==> config.mk <==
export PLATFORM = sky130hd
export DESIGN_NAME = button_debounce_in
export DESIGN_NICKNAME = d
export VERILOG_FILES = /design/src/rtl/button_debounce_in.sv
export SDC_FILE = /design/constraint.sdc
export NUM_CORES = 1
export LEC_CHECK = 0
export CORE_MARGIN = 3
export CORE_UTILIZATION = 30
export CTS_CLUSTER_SIZE = 8
export DETAILED_ROUTE_END_ITERATION = 8
export PLACE_DENSITY = 0.56
export SYNTH_ARGS = -nofsm -noshare
export SYNTH_HDL_FRONTEND = slang
export SYNTH_SLANG_ARGS = --single-unit
==> constraint.sdc <==
create_clock -name clk_i -period 1.5 [get_ports clk_i]
set_input_delay 0.3 -clock clk_i [delete_from_list [all_inputs] [get_ports clk_i]]
set_output_delay 0.3 -clock clk_i [all_outputs]
set_load 0.01 [all_outputs]
==> src/rtl/button_debounce_in.sv <==
// button_debounce_in: synchronises and debounces a raw button into level, press/release strobes and toggle
module button_debounce_in #(
   parameter int DEBOUNCE_TICKS = 16,
   parameter bit INVERT = 1'b0
) (
   input  logic clk_i,
   input  logic rst_i,
   input  logic en_i,
   input  logic btn_i,
   output logic level_o,
   output logic rise_o,
   output logic fall_o,
   output logic toggle_o
);
   localparam int CW = DEBOUNCE_TICKS > 1 ? $clog2(DEBOUNCE_TICKS) : 1;
   localparam logic [CW-1:0] CNT_MAX = CW'(DEBOUNCE_TICKS - 1);
   typedef enum logic [1:0] {LOW, ARM_H, HIGH, ARM_L} state_t;
   state_t state_q, state_d;
   logic [CW-1:0] cnt_q, cnt_d;
   logic s1_q, s2_q, level_q, level_d, rise_q, rise_d, fall_q, fall_d, toggle_q, toggle_d;
   always_comb begin
      state_d = state_q;
      cnt_d = cnt_q;
      case (state_q)
         LOW: begin
            if (s2_q) begin
               state_d = ARM_H;
               cnt_d = '0;
            end
         end
         ARM_H: begin
            if (!s2_q) begin
               state_d = LOW;
               cnt_d = '0;
            end else if (en_i) begin
               if (cnt_q == CNT_MAX) state_d = HIGH;
               else cnt_d = cnt_q + CW'(1);
            end
         end
         HIGH: begin
            if (!s2_q) begin
               state_d = ARM_L;
               cnt_d = '0;
            end
         end
         ARM_L: begin
            if (s2_q) begin
               state_d = HIGH;
               cnt_d = '0;
            end else if (en_i) begin
               if (cnt_q == CNT_MAX) state_d = LOW;
               else cnt_d = cnt_q + CW'(1);
            end
         end
         default: state_d = LOW;
      endcase
      level_d = (state_d == HIGH) || (state_d == ARM_L);
      rise_d = (state_q == ARM_H) && (state_d == HIGH);
      fall_d = (state_q == ARM_L) && (state_d == LOW);
      toggle_d = toggle_q ^ rise_d;
   end
   always_ff @(posedge clk_i) begin
      if (rst_i) begin
         s1_q <= 1'b0;
         s2_q <= 1'b0;
         state_q <= LOW;
         cnt_q <= '0;
         level_q <= 1'b0;
         rise_q <= 1'b0;
         fall_q <= 1'b0;
         toggle_q <= 1'b0;
      end else begin
         s1_q <= btn_i ^ INVERT;
         s2_q <= s1_q;
         state_q <= state_d;
         cnt_q <= cnt_d;
         level_q <= level_d;
         rise_q <= rise_d;
         fall_q <= fall_d;
         toggle_q <= toggle_d;
      end
   end
   assign level_o = level_q;
   assign rise_o = rise_q;
   assign fall_o = fall_q;
   assign toggle_o = toggle_q;
endmodule

==> metrics.md <==
| Metric | Value |
|---|---|
| RSZ-0062 raised after global routing | `false` |
| Die Height | `48.45 microns` |
| Rows | `14` |
| Area contributors post-synth | `dfxtp_1 (41%), nand4_1 (8.1%), a2111oi_2 (5.6%)` |
| Post-Place Cells | `96` |
| Period utilization | `0.9367` |
| Postcts setup bufs | `0` |
| Worst path arrival time | `1570 ps` |
| DRT iter0 DRCs | `14` |
| # nets final | `82` |
| Die Width | `48.45 microns` |
| Pleak | `0.0002862 uW` |
| FFs w/ async S/R, synth | `0` |
| Synth top cells by count | `dfxtp_1 (11), nand4_1 (7), a21oi_1 (5)` |
| Max-cap violations | `0` |
| Worst hold slack | `437.5 ps` |
| CTS tree | `done` |
| Yosys cell types | `27` |
| GRT overflow | `0` |
| Worst-Margin Slew | `313.2 ps` |
| Worst R2R End | `cnt_q[2]` |
| Final Wtd Congestion | `0.8443` |
| Total negative setup slack | `0 ps` |
| Root buffer cell | `clkbuf_4` |
| Worst-skew pair later-pin latency | `260 ps` |
| Largest net degree at the start of global routing | `10` |
| Fmax | `711.7 MHz` |
| Vias in the first global route | `455` |
| Fin. Hold Viols | `0` |
| Pwr Density | `732.7 mW/mm^2` |
| Pre-Repair DR Iteration Count | `4` |
| Fin worst setup slack | `94.96 ps` |
| Vias/cell | `5.190` |
| Initial Util | `0.3391` |
| Final setup fails | `0` |
| Number of synthesis warnings | `0` |
| Fraction of the yosys area taken by sequential cells | `0.4074` |
| CTS Buffer Depth | `2` |
| I/O Buffers | `7` |
| CTS buffer count | `3` |
| R2r startpoint | `cnt_q[0]` |
| Hold_sp | `s1_q` |
| Global-route wire length before repair | `2014 microns` |
| Setup crit start | `cnt_q[0]` |
| Peak supply drop | `0.5091 mV` |
| Post-CTS sizing | `2` |
| DR vias | `519` |
| Non-Filler Instances | `100` |
| Ant. Diodes | `0` |
| Synth Cell Area | `540.5 sq um` |
| Startpoint types | `flip-flop` |
| DR WL/cell | `12.41 microns` |
| Final instance area | `734.5 sq um` |
| Cells after synthesis | `58` |
| Area grow syn2layout | `35.88%` |
| Main synth FF type | `dfxtp_1` |
| Hold_buf cts | `0` |
| Max H-tree Level | `1` |
| Total GRT Usage | `0.1089` |
| Rel. slew slack | `0.7879` |
| Outcome | `complete, no violations` |
| Worst Setup Path Type | `reg2reg` |
| Final Max Slew Viols | `0` |
| Sink Count | `11` |
| Crit-path slowest cell | `dfxtp_1` |
| Number of I/O pins | `8` |
| Total wire length | `1241 microns` |
| Worst Path Max Fanout | `5` |
| Time the worst path needs with I/O delays and setup | `1405 ps` |
| Die area | `0.002347 sq mm` |
| Critical Path End | `cnt_q[2]` |
| CP endpoint kind | `flip-flop` |
| Pre-CTS setup slack | `-140.9 ps` |
| Worst-path clk slew | `70 ps` |
| DP HPWL | `920.1 microns` |
| Reg2reg setup slack | `90 ps` |
| Most common cell in the synthesized netlist | `dfxtp_1` |
| Cell accounting for the most synthesized area | `dfxtp_1` |
| Post-synth top area share | `0.4074` |
| Cell-by-cell trace of the critical path | `ha_2 > and3_1 > a211o_1 > a2111oi_2` |
| Share of cells above drive strength 1 | `0.2368` |
| R2R depth | `4` |
| Syn Nets | `63` |
| Drt drc | `0` |
| Synthesized area per cell | `9.319 sq um` |
| Core ar. | `0.001594 sq mm` |
| Post-DP Area | `703.2 sq um` |
| Max incr delay on CP | `310 ps` |
| ANT nets after route | `0` |
| Initial antenna violation count | `0` |
| Clock Skews | `4.177 ps` |
| Post-synth EDFFs | `0` |
| Hold crit path type | `reg2reg` |
| Crit path required time | `1660 ps` |
| Seq cells post-synth | `11` |
[logic make-up (layout without fill, tap and decap cells)]
group | after synthesis | after routing | synth area share
compound gates | 13 | 13 | 0.1991
xor+xnor | 2 | 2 | 0.04631
fa+ha+maj | 1 | 1 | 0.02314
buf+inv | 6 | 24 | 0.04396
flops | 11 | 11 | 0.4074
simple gates | 25 | 25 | 0.2801
[routing by layer]
metal / routed length (microns) / track usage
met1: 612 / 0.1385
met2: 537 / 0.1628
met3: 66 / 0.06135
met4: 24 / 0.01896
met5: 0 / 0
[worst max-delay path, delay by kind of cell (launching register included)]
family	cells	cell delay, ps
AO/OA/AOI/OAI	2	590
flip-flops	1	310
adder cells (fa/ha/maj)	1	210
AND/OR/NAND/NOR	1	190
[through the flow]
stage | util | power, uW
floorplan | - | 324.0
global placement | 0.4411 | 346.2
detailed placement | 0.4411 | 346.2
CTS | 0.4576 | 552.0
global route | 0.4608 | 568.7
finish | 0.4608 | 538.2
[power by group]
group	switching (uW)	leakage [uW]	total (uW)	internal, uW
Sequential	2.63	0.0000896	298	295
Combinational	21.2	0.000182	42.1	20.9
Clock	95.5	0.0000150	198	103
[sequential cells by signal (all words and copies together) (netlist names)]
name,count
toggle_o,1
rise_o,1
state_q,2
cnt_q,4
s2_q,1
s1_q,1
fall_o,1
[layout make-up]
class	instances	area, sq um
clock buffers	4	26.28
well taps	24	30.03
flip-flops and latches	11	221.5
repair buffers	17	146.4
fillers	155	859.6
inverters	3	11.26
multi-input cells	41	299.0
[cell usage in the layout, fill, tap and decap left out, types with 2 or more instances in the layout]
cell / instances
a2111o_1: 2
a2111oi_2: 2
a21oi_1: 5
and3_1: 2
buf_4: 10
clkbuf_4: 3
clkdlybuf4s50_1: 5
dfxtp_1: 10
inv_1: 3
nand2_1: 3
nand3_1: 4
nand4_1: 7
nor2b_1: 2
[worst min path at each step]
stage	endpoint	slack [ps]	cells past startpoint
6_report	s2_q	440	1
5_1_grt	s2_q	460	1
4_1_cts	s2_q	440	1
3_5_place_dp	s2_q	430	1
3_3_place_gp	s2_q	420	1
2_1_floorplan	s2_q	410	1
Note: power is estimated with default switching activity, not from simulation.
